==> config.mk <==
export PLATFORM = sky130hd
export DESIGN_NAME = data_sram_bridge
export DESIGN_NICKNAME = d
export VERILOG_FILES = /design/src/rtl/data_sram_bridge.sv
export SDC_FILE = /design/constraint.sdc
export NUM_CORES = 1
export LEC_CHECK = 0
export CORE_MARGIN = 8
export CORE_UTILIZATION = 44
export DETAILED_ROUTE_END_ITERATION = 12
export PLACE_DENSITY_LB_ADDON = 0.08
export SKIP_CTS_REPAIR_TIMING = 1
export SYNTH_ARGS = -nofsm -noshare
export SYNTH_HDL_FRONTEND = slang
export SYNTH_SLANG_ARGS = --single-unit
export TNS_END_PERCENT = 5
==> constraint.sdc <==
create_clock -name clk -period 5.9 [get_ports clk]
set_input_delay 1.77 -clock clk [delete_from_list [all_inputs] [get_ports clk]]
set_output_delay 1.77 -clock clk [all_outputs]
set_load 0.005 [all_outputs]
==> src/rtl/data_sram_bridge.sv <==
// CPU data port to asynchronous SRAM bridge: turns single-cycle requests into
// timed SRAM read/write cycles with programmable wait states and stalls the CPU.
module data_sram_bridge #(
    parameter int unsigned WAIT_CYCLES = 2,
    parameter int unsigned ADDR_WIDTH  = 20
) (
    input  logic                  clk,
    input  logic                  rst,
    input  logic [31:0]           cpu_addr_i,
    input  logic [31:0]           cpu_data_i,
    input  logic                  cpu_re_i,
    input  logic                  cpu_we_i,
    input  logic [3:0]            cpu_mask_i,
    output logic [31:0]           cpu_data_o,
    output logic                  stall_o,
    output logic [ADDR_WIDTH-1:0] sram_addr_o,
    output logic [31:0]           sram_data_o,
    input  logic [31:0]           sram_data_i,
    output logic                  sram_data_oe_o,
    output logic                  sram_ce_n_o,
    output logic                  sram_oe_n_o,
    output logic                  sram_we_n_o,
    output logic [3:0]            sram_be_n_o
);

    typedef enum logic [2:0] {StIdle, StRead, StWrite, StWriteHold, StDone} state_e;

    localparam logic [3:0] CntLoad = 4'(WAIT_CYCLES - 1);

    state_e                state_q, state_d;
    logic [3:0]            cnt_q, cnt_d;
    logic [ADDR_WIDTH-1:0] addr_q, addr_d;
    logic [31:0]           wdata_q, wdata_d;
    logic [3:0]            mask_q, mask_d;
    logic [31:0]           rdata_q, rdata_d;
    logic                  ce_n_q, ce_n_d;
    logic                  oe_n_q, oe_n_d;
    logic                  we_n_q, we_n_d;
    logic [3:0]            be_n_q, be_n_d;
    logic                  doe_q, doe_d;
    logic                  stall_c;

    logic unused_addr_bits;
    assign unused_addr_bits = ^{cpu_addr_i[31:ADDR_WIDTH+2], cpu_addr_i[1:0]};

    always_comb begin
        state_d = state_q;
        cnt_d   = cnt_q;
        addr_d  = addr_q;
        wdata_d = wdata_q;
        mask_d  = mask_q;
        rdata_d = rdata_q;
        stall_c = 1'b0;

        unique case (state_q)
            StIdle: begin
                stall_c = cpu_re_i | cpu_we_i;
                if (cpu_we_i) begin
                    if (cpu_mask_i != 4'b0000) begin
                        state_d = StWrite;
                        addr_d  = cpu_addr_i[ADDR_WIDTH+1:2];
                        wdata_d = cpu_data_i;
                        mask_d  = cpu_mask_i;
                        cnt_d   = CntLoad;
                    end else begin
                        state_d = StDone;
                    end
                end else if (cpu_re_i) begin
                    state_d = StRead;
                    addr_d  = cpu_addr_i[ADDR_WIDTH+1:2];
                    cnt_d   = CntLoad;
                end
            end
            StRead: begin
                stall_c = 1'b1;
                if (cnt_q == 4'd0) begin
                    rdata_d = sram_data_i;
                    state_d = StDone;
                end else begin
                    cnt_d = cnt_q - 4'd1;
                end
            end
            StWrite: begin
                stall_c = 1'b1;
                if (cnt_q == 4'd0) begin
                    state_d = StWriteHold;
                end else begin
                    cnt_d = cnt_q - 4'd1;
                end
            end
            StWriteHold: begin
                stall_c = 1'b1;
                state_d = StDone;
            end
            StDone:  state_d = StIdle;
            default: state_d = StIdle;
        endcase
    end

    // Strobes are decoded from the next state so every SRAM pin comes straight off a flop.
    always_comb begin
        ce_n_d = 1'b1;
        oe_n_d = 1'b1;
        we_n_d = 1'b1;
        be_n_d = 4'hF;
        doe_d  = 1'b0;
        unique case (state_d)
            StRead: begin
                ce_n_d = 1'b0;
                oe_n_d = 1'b0;
                be_n_d = 4'h0;
            end
            StWrite: begin
                ce_n_d = 1'b0;
                we_n_d = 1'b0;
                be_n_d = ~mask_d;
                doe_d  = 1'b1;
            end
            StWriteHold: begin
                ce_n_d = 1'b0;
                be_n_d = ~mask_d;
                doe_d  = 1'b1;
            end
            default: ;
        endcase
    end

    always_ff @(posedge clk or posedge rst) begin
        if (rst) begin
            state_q <= StIdle;
            cnt_q   <= 4'd0;
            addr_q  <= '0;
            wdata_q <= 32'd0;
            mask_q  <= 4'd0;
            rdata_q <= 32'd0;
            ce_n_q  <= 1'b1;
            oe_n_q  <= 1'b1;
            we_n_q  <= 1'b1;
            be_n_q  <= 4'hF;
            doe_q   <= 1'b0;
        end else begin
            state_q <= state_d;
            cnt_q   <= cnt_d;
            addr_q  <= addr_d;
            wdata_q <= wdata_d;
            mask_q  <= mask_d;
            rdata_q <= rdata_d;
            ce_n_q  <= ce_n_d;
            oe_n_q  <= oe_n_d;
            we_n_q  <= we_n_d;
            be_n_q  <= be_n_d;
            doe_q   <= doe_d;
        end
    end

    assign stall_o        = rst ? 1'b0 : stall_c;
    assign cpu_data_o     = rdata_q;
    assign sram_addr_o    = addr_q;
    assign sram_data_o    = wdata_q;
    assign sram_data_oe_o = doe_q;
    assign sram_ce_n_o    = ce_n_q;
    assign sram_oe_n_o    = oe_n_q;
    assign sram_we_n_o    = we_n_q;
    assign sram_be_n_o    = be_n_q;

endmodule

## After elaboration in Yosys (flattened, before gate mapping)

Cells that the tools add are included.
W data, S select, Z words.

| storage, ports and cells | value |
|---|---|
| register bits | 103 |
| input port bits | 104 |
| output and inout port bits | 93 |

| operators by class | value |
|---|---|
| add/sub/neg operators | 1 |
| equality and inequality tests | 10 |
| multiplexer cells | 24 |
| bitwise operators | 2 |
| reduce and logical (&&, ||, !) cells | 13 |

Operators with widths:

| kind | number |
|---|---|
| $mux W20 | 3 |
| $mux W4 | 7 |
| $pmux W4 S2 | 2 |
| $mux W3 | 5 |
| $eq A3 B2 Y1 const B | 4 |
| $pmux W3 S4 | 1 |
| $eq A3 B1 Y1 const B | 2 |
| $ne A3 B3 Y1 const B | 2 |
| $reduce_and A3 Y1 | 2 |
| $reduce_or A3 Y1 | 2 |
| $mux W1 | 5 |
| $logic_not A4 Y1 | 1 |
| $not A4 Y4 | 1 |
| $reduce_and A4 Y1 | 1 |
| $reduce_bool A2 Y1 | 2 |
| $reduce_bool A4 Y1 | 1 |
| $reduce_or A2 Y1 | 2 |
| $sub A4 B1 Y4 const B | 1 |
| $logic_not A3 Y1 | 1 |
| $ne A2 B1 Y1 const B | 1 |
| $ne A2 B2 Y1 const B | 1 |
| $pmux W1 S2 | 1 |
| $reduce_and A2 Y1 | 1 |
| $or A1 B1 Y1 | 1 |

## Longest topological paths before layout

Gate-level depths: netlist of run 1.

| depth | value |
|---|---|
| depth in word-level cells | 7 |
| gate-level depth with buffers | 8 |
| mapped depth without buffers | 6 |

## Worst setup path after synthesis of run 1

Ideal clock, no wire load.

| path | value |
|---|---|
| kind | input to output |
| start | input port cpu_we_i |
| end | output port stall_o |
| arrival time | 2.091 ns |
| data required time | 4.130 ns |
| path slack | 2.039 ns |
| stages | 2 |
| path buffers | 0 |
| cells stage by stage | nor2_1 -> a211oi_1 |

| between the ends | value |
|---|---|
| word-level cells in the longest chain between the ends | 3 |

Ends and longest elaborated chain:

| what | line | RTL |
|---|---|---|
| start, declared | 12 | `input logic cpu_we_i,` |
| $or A1 B1 Y1 | 57 | `stall_c = cpu_re_i \| cpu_we_i;` |
| $pmux W1 S2 | 55 | `unique case (state_q)` |
| $mux W1 | 156 | `assign stall_o = rst ? 1'b0 : stall_c;` |
| end, declared | 15 | `output logic stall_o,` |

No other way between the ends.

## Worst setup path in the final report of run 1

Same ends and word-level chain as after synthesis.

==> results of run 1 <==
worst max-delay path, cell delays in order:
cell	delay, ns
clkdlybuf4s50_1	0.62
nor2_1	0.14
a211oi_1	0.28
clkdlybuf4s50_1	0.56
power groups by stage:
stage	combinational (uW)	clock (uW)	sequential (uW)
2_1_floorplan	748	0	1280
3_3_place_gp	1560	0	1260
3_5_place_dp	1580	0	1280
4_1_cts	1590	464	1270
5_1_grt	1680	493	1320
6_report	1550	446	1270
per-layer routing:
| layer | track usage, % | vias up | share of wire [%] |
|---|---|---|---|
| li1 | - | 1431 | - |
| met1 | 20.1 | 1434 | 43 |
| met2 | 26.2 | 124 | 48 |
| met3 | 6.81 | 9 | 8.2 |
| met4 | 3.73 | 0 | 0.68 |
| met5 | 0 | - | 0 |
flip-flops by register name, summed over array words and instances (netlist names):
register,flops
cnt_q,4
cpu_data_o,32
mask_q,4
sram_addr_o,20
sram_be_n_o,4
sram_ce_n_o,1
sram_data_o,32
sram_data_oe_o,1
sram_oe_n_o,1
sram_we_n_o,1
state_q,3
layout by cell type, fill, tap and decap left out, drive strengths merged:
cell type	count
a2111oi	1
nor4b	1
inv	6
dfstp	7
bufinv	1
clkinv	1
mux2	52
o21ai	1
or4	1
buf	3
nor2b	1
clkinvlp	1
and3	1
nor4	1
nand3	1
o31ai	1
nand2b	4
and2	1
ha	1
clkbuf	11
a211oi	1
a22o	4
nor3	5
nand2	98
mux2i	5
a21oi	6
nor3b	3
clkdlybuf4s50	184
xnor2	1
or3	2
nor2	6
or2	1
dfrtp	96
worst max path at each step:
stage	slack (ns)	from	cells past startpoint	endpoint
after CTS	0.78	cpu_we_i	4	stall_o
after global routing	0.69	cpu_we_i	4	stall_o
final	0.77	cpu_we_i	4	stall_o
after detailed placement	0.81	cpu_we_i	4	stall_o
after global placement	0.80	cpu_we_i	4	stall_o
after floorplan	1.44	rst	1	cnt_q[0]
final cells by class:
cell class                      count  area [um^2]
Clock buffer                       11          131
Clock inverter                      5         66.3
Fill cell                         697         2940
Inverter                            4         17.5
Multi-Input combinational cell    199         1470
Sequential cell                   103         2590
Tap cell                          129          161
Timing Repair Buffer              187         1860
through the flow:
step,total power (uW),hold slack [ns],cells
after floorplan,2020,0.459,322
after global placement,2820,0.456,622
after detailed placement,2860,0.461,622
after CTS,3330,0.485,638
after global routing,3490,0.512,638
final,3270,0.479,638
cell families (layout without fill, tap and decap cells):
logic type      Yosys count  in the layout  synth area share, %
flops                   103            103                 61.8
buf+inv                  20            207                 2.99
mux                      57             57                 18.8
compound gates           14             14                 2.69
simple gates            126            126                 13.2
xor+xnor                  1              1                0.209
fa+ha+maj                 1              1                0.299
==> impl_metrics.tcl, run 1 <==
set metrics [dict create \
    rrSetupSlack_ns 3.40 \
    critical_path_class "input port to output port" \
    syn_to_final_growth_pct 50.6 \
    n_antenna_cell 0 \
    synth_most_common_cell "nand2_1" \
    htreeDepth 3 \
    synthTopCellsByArea "dfrtp_1 (57%), mux2_4 (14%), nand2_1 (8.8%), dfstp_2 (4.4%), buf_6 (1.6%)" \
    clock_latency_ns 0.36 \
    clockBufferDepth 2 \
    grt_pass1_vias 3217 \
    vdd_drop_max_v 0.000284 \
    min_period_over_period_pct 87.0 \
    r2r_end "cpu_data_o[1]" \
    cts_tree "built" \
    synth_seq_cells 103 \
    die_area_um2 12900 \
    setup_slack_ns 0.768 \
    synth_common_cells "nand2_1 (98), dfrtp_1 (96), mux2_4 (40)" \
    max-cap-violations 0 \
    netSwitchingFraction_pct 30.2 \
    power.share.sequential_pct 38.9 \
    dp_hpwl_um 7850 \
    skew_ns 0.00964 \
    antenna_found_initial 0 \
    hold_class "flip-flop to flip-flop" \
    die_h_um 113 \
    num_vias 2998 \
    worst_pin_slew_ns 1.14 \
    synth_edf_count 0 \
    syn_area_per_cell_um2 13.0 \
    place_ws_ns 0.809 \
    crit_path_start_kind "input port" \
    setup_violations 0 \
    grt_pass1_wl_um 16700 \
    ant_nets 0 \
    required_ns 4.13 \
    path_max_fanout 6 \
    via_per_inst 4.70 \
    root_buffer "clkbuf_8" \
    timing.rr.start "cnt_q[0]" \
    numCtsBuffers 9 \
    cts.clk_slew.worst_paths_ns 0.09 \
    r2r_cells 6 \
    slew_headroom_pct 24.1 \
    tns_ns 0 \
    fin_util_pct 68.2 \
    drt-total-wl_um 10600 \
    rows 35 \
    min_path_cells 2 \
    yosysSeqAreaShare_pct 61.8 \
    yosysTopAreaCellShare_pct 57.5 \
    power_switching_uw 987 \
    dpl_cell_area_um2 6100 \
    status "finished, final reports clean" \
    die_w_um 113 \
    clock_sinks 103 \
    first_pass_iters 7 \
    hold_violations 0 \
    powerDensity_nw_per_um2 519 \
    drc_errors 0 \
    first_iter_violations 128 \
    period_minus_slack_ns 5.13 \
    rsz0062_at_grt "no" \
    synthFlopType "dfrtp_1" \
    finalMaxSlewViolations 0 \
    syn_area_um2 4180 \
    holdPathEnd "sram_data_o[6]" \
    initial_core_util_pct 45.3 \
    grt_max_degree 78 \
    synth_cells 322 \
    intPower_uw 2280 \
    power.share.clock_pct 13.6 \
    gp_congestion 0.733 \
    yosysWarnings 0 \
    hold_start "sram_data_o[6]" \
    io_pins 197 \
    grt_usage_pct 16.4 \
    crit_arrival_ns 3.36 \
    yosys.area.top_type "dfrtp_1" \
    wl_per_cell_um 16.6 \
    async_flop_share_pct 100 \
    grt_overflow 0 \
    endpoint_kind "output port" \
    p_comb_share_pct 47.5 \
    yosysUniqueCellTypes 35 \
    leakage_uw 0.00288 \
    drive_above_1_share_pct 14.9 \
    final_area_um2 6300 \
    port_buffers 184 \
    core_area_um2 9240 \
    synthesis.nets 427 \
    fmax_mhz 195 \
    nets 609 \
]
No activity file was read; power rests on OpenSTA's default activity.
==> run 2, diff against run 1 <==
REMOVE_ABC_BUFFERS = 1   (was default)
==> impl_metrics.tcl, run 2 (synthesis gave the netlist of run 1 again) <==
set metrics [dict create \
    num_vias 2942 \
    die_w_um 113 \
    place_ws_ns 0.829 \
    tns_ns 0 \
    setup_slack_ns 0.832 \
    path_max_fanout 6 \
    grt_overflow 0 \
    path_cells "clkdlybuf4s50_1 -> nor2_1 -> a211oi_1 -> clkdlybuf4s50_1" \
    die_area_um2 12900 \
    n_antenna_cell 0 \
    crit_arrival_ns 3.30 \
    powerDensity_nw_per_um2 519 \
    rows 35 \
    crit_top_cell "clkdlybuf4s50_1" \
    clock_latency_ns 0.35 \
    gp_congestion 0.755 \
    core_area_um2 9240 \
    period_minus_slack_ns 5.07 \
    hold_violations 0 \
    drive_above_1_share_pct 14.8 \
    dp_hpwl_um 7800 \
    slew_headroom_pct 20.0 \
    initial_core_util_pct 45.3 \
    critical_path_class "input port to output port" \
    cts_tree "built" \
    drt-total-wl_um 10500 \
    max-cap-violations 0 \
    cp_num_buf_inv 2 \
    max_stage_delay_ns 0.61 \
    timing.hold.ws_ns 0.476 \
    crit_path_start_kind "input port" \
    fin_cells 637 \
    endpoint_kind "output port" \
    io_pins 197 \
    fmax_mhz 197 \
    wl_per_cell_um 16.5 \
    grt_max_degree 80 \
    mostFrequentLayoutCells "clkdlybuf4s50_1 (184), nand2_1 (98), dfrtp_1 (96), mux2_4 (40), clkbuf_8 (10)" \
    syn_to_final_growth_pct 50.5 \
    vdd_drop_max_v 0.000220 \
    htreeDepth 3 \
    dp_cells 621 \
    antenna_found_initial 0 \
    cts.clk_slew.worst_paths_ns 0.08 \
    first_pass_iters 4 \
    port_buffers 184 \
    worst_pin_slew_ns 1.20 \
    skew_ns 0.0126 \
    setup_violations 0 \
    finalMaxSlewViolations 0 \
    grt_pass1_wl_um 16500 \
    die_h_um 113 \
    clockBufferDepth 2 \
    numCtsBuffers 9 \
    cp_top_family "buffers and inverters" \
    cp_slowest_cell "clkdlybuf4s50_1" \
    via_per_inst 4.62 \
    ant_nets 0 \
    status "finished, final reports clean" \
    root_buffer "clkbuf_8" \
    nets 608 \
    hold_class "flip-flop to flip-flop" \
    layout_commonest_cell "clkdlybuf4s50_1" \
    leakage_uw 0.00287 \
    required_ns 4.13 \
    grt_pass1_vias 3085 \
    drc_errors 0 \
    rsz0062_at_grt "no" \
    min_period_over_period_pct 85.9 \
    clock_sinks 103 \
    first_iter_violations 88 \
    grt_usage_pct 16.2 \
]
==> run 2: changes by cell type in the layout (fill, tap and decap cells not counted) <==
cell      change
buf_4         -1
clkbuf_8      +1
clkinv_4      +1
inv_6         -1
inv_8         -1
==> run 2: cell type report <==
type                       count  area [um^2]
timing repair buffer         186         1860
clock buffer                  12          145
multi-input combinational    199         1470
clock inverter                 4         55.1
tap                          129          161
fill                         694         2950
sequential                   103         2590
inverter                       4         17.5
==> run 2: stage by stage <==
| step | area (um^2) | util [%] | total power, uW |
|---|---|---|---|
| after global placement | 6090 | 65.9 | 2820 |
| after CTS | 6290 | 68.1 | 3320 |
| after global routing | 6290 | 68.1 | 3480 |
| after floorplan | 4070 | - | 1980 |
| after detailed placement | 6090 | 65.9 | 2860 |
| final | 6290 | 68.1 | 3260 |
==> run 2: worst min-delay path, stage by stage (launching register included) <==
cell and delay (ns):
dfrtp_1 0.35, nand2_1 0.05, nand2_1 0.05
==> run 2: final timing paths <==
kind                                  from         endpoint  slack [ns]  cells after the start
setup / recovery                  cpu_we_i          stall_o        0.83                      4
hold / removal             sram_data_o[17]  sram_data_o[17]        0.48                      2
setup reg to reg                  cnt_q[0]    cpu_data_o[3]        3.39                      6
hold reg to reg            sram_data_o[17]  sram_data_o[17]        0.48                      2
max in group asynchronous              rst   cpu_data_o[27]        2.97                      3
min in group asynchronous              rst        mask_q[3]        2.02                      2
==> run 2: per-layer routing <==
layer	GRT usage (%)	share of wire (%)	vias up
met5	0	0	-
met4	5.77	1.2	0
met3	7.71	11	8
met2	26.0	49	104
met1	18.4	40	1411
li1	-	-	1419
==> run 2: report_power, final <==
group          leakage [uW]  total, uW  switching [uW]  internal (uW)
clock             0.0000968        439             229            210
combinational       0.00155       1550             548           1010
sequential          0.00123       1270             201           1070
==> run 3, diff against run 2 <==
GPL_TIMING_DRIVEN = 0   (was default)
HOLD_SLACK_MARGIN = 0.15   (was default)
==> impl_metrics.tcl, run 3 (synthesis gave the netlist of run 1 again) <==
set metrics [dict create \
    setup_violations 0 \
    die_area_um2 12900 \
    io_pins 197 \
    seqCellArea_um2 2590 \
    netSwitchingFraction_pct 29.6 \
    n_antenna_cell 0 \
    hold_violations 0 \
    slew_headroom_pct 21.0 \
    die_h_um 113 \
    drt-total-wl_um 10900 \
    fin_util_pct 68.9 \
    dpl_cell_area_um2 6150 \
    initial_core_util_pct 45.3 \
    grt_overflow 0 \
    period_minus_slack_ns 5.16 \
    fmax_mhz 194 \
    finalMaxSlewViolations 0 \
    p_comb_share_pct 47.1 \
    grt_pass1_vias 3351 \
    nets 610 \
    use_met3_pct 7.98 \
    via_per_inst 4.74 \
    port_buffers 184 \
    numCtsBuffers 9 \
    vdd_drop_max_v 0.000286 \
    top_usage_layer "met2" \
    cts_tree "built" \
    ant_nets 0 \
    critical_path_class "input port to output port" \
    intPower_uw 2340 \
    die_w_um 113 \
    first_pass_iters 4 \
    grt_util_met1_pct 18.5 \
    final_area_um2 6370 \
    root_buffer "clkbuf_8" \
    leakage_uw 0.00291 \
    crit_path_start_kind "input port" \
    status "finished, final reports clean" \
    num_vias 3028 \
    min_period_over_period_pct 87.5 \
    dp_hpwl_um 8250 \
    path_max_fanout 6 \
    drive_above_1_share_pct 14.9 \
    clock_sinks 103 \
    syn_to_final_growth_pct 52.2 \
    skew_ns 0.0134 \
    grt_usage_pct 16.9 \
    place_ws_ns 0.763 \
    grt_max_degree 59 \
    htreeDepth 3 \
    core_area_um2 9240 \
    power.share.sequential_pct 38.4 \
    power.share.clock_pct 14.5 \
    met2_usage_pct 28.2 \
    setup_slack_ns 0.738 \
    cts.clk_slew.worst_paths_ns 0.10 \
    clock_latency_ns 0.35 \
    first_iter_violations 88 \
    rows 35 \
    hold_class "flip-flop to flip-flop" \
    clockBufferDepth 2 \
    gp_congestion 0.728 \
    rsz0062_at_grt "no" \
    wl_per_cell_um 17.1 \
    power_switching_uw 986 \
    antenna_found_initial 0 \
    grt_pass1_wl_um 17300 \
    drc_errors 0 \
    endpoint_kind "output port" \
    crit_arrival_ns 3.39 \
    tns_ns 0 \
    max-cap-violations 0 \
    layout_commonest_cell "clkdlybuf4s50_1" \
    worst_pin_slew_ns 1.18 \
    multi_input_area_um2 1470 \
    mostFrequentLayoutCells "clkdlybuf4s50_1 (184), nand2_1 (98), dfrtp_1 (96), mux2_4 (40), clkbuf_8 (10)" \
    required_ns 4.13 \
    num-fill-cells 722 \
    powerDensity_nw_per_um2 523 \
]
==> run 3: cell types whose count changed in the layout (fill, tap and decap cells not counted), sizes merged <==
cell      previous run  this run
clkinv               2         1
clkbuf              12        13
bufinv               1         2
clkinvlp             1         0
buf                  2         4
==> run 3: final cells by class <==
class | instances | area share, %
Clock inverter | 3 | 1.08
Multi-Input combinational cell | 199 | 23.1
Tap cell | 129 | 2.54
Inverter | 4 | 0.275
Timing Repair Buffer | 188 | 30.0
Clock buffer | 13 | 2.34
Sequential cell | 103 | 40.6
==> run 3: path summary, 6_finish.rpt <==
kind,slack (ns),depth (start not counted),start,endpoint
worst min register to register,0.48,2,sram_data_o[17],sram_data_o[17]
worst max-delay path,0.74,4,cpu_we_i,stall_o
min in group asynchronous,1.93,2,rst,cpu_data_o[12]
worst max register to register,3.45,7,cnt_q[0],cpu_data_o[7]
max in group asynchronous,3.27,3,rst,sram_we_n_o
worst min-delay path,0.48,2,sram_data_o[17],sram_data_o[17]
==> run 3: per-stage QoR <==
stage	hold slack (ns)	total power (uW)	cells
2_1_floorplan	0.459	1980	306
3_3_place_gp	0.458	2820	619
3_5_place_dp	0.462	2880	623
4_1_cts	0.487	3380	639
5_1_grt	0.510	3540	639
6_report	0.482	3330	639
==> run 3: worst max-delay path, stage by stage <==
cell	delay, ns
clkdlybuf4s50_1	0.61
nor2_1	0.14
a211oi_1	0.31
clkdlybuf4s50_1	0.57
==> run 3: metal layers <==
metal,share of wire (%),vias to the layer above,wire [um]
li1,-,1420,-
met4,1.9,0,211
met2,49,116,5350
met1,39,1474,4320
met3,9.7,18,1060
met5,0,-,0
==> run 3: power groups by stage <==
stage	Clock [uW]	Sequential [uW]	Combinational, uW
after floorplan	0	1300	685
after global placement	0	1270	1560
after detailed placement	0	1290	1600
after CTS	496	1280	1600
after global routing	515	1320	1700
final	481	1280	1570
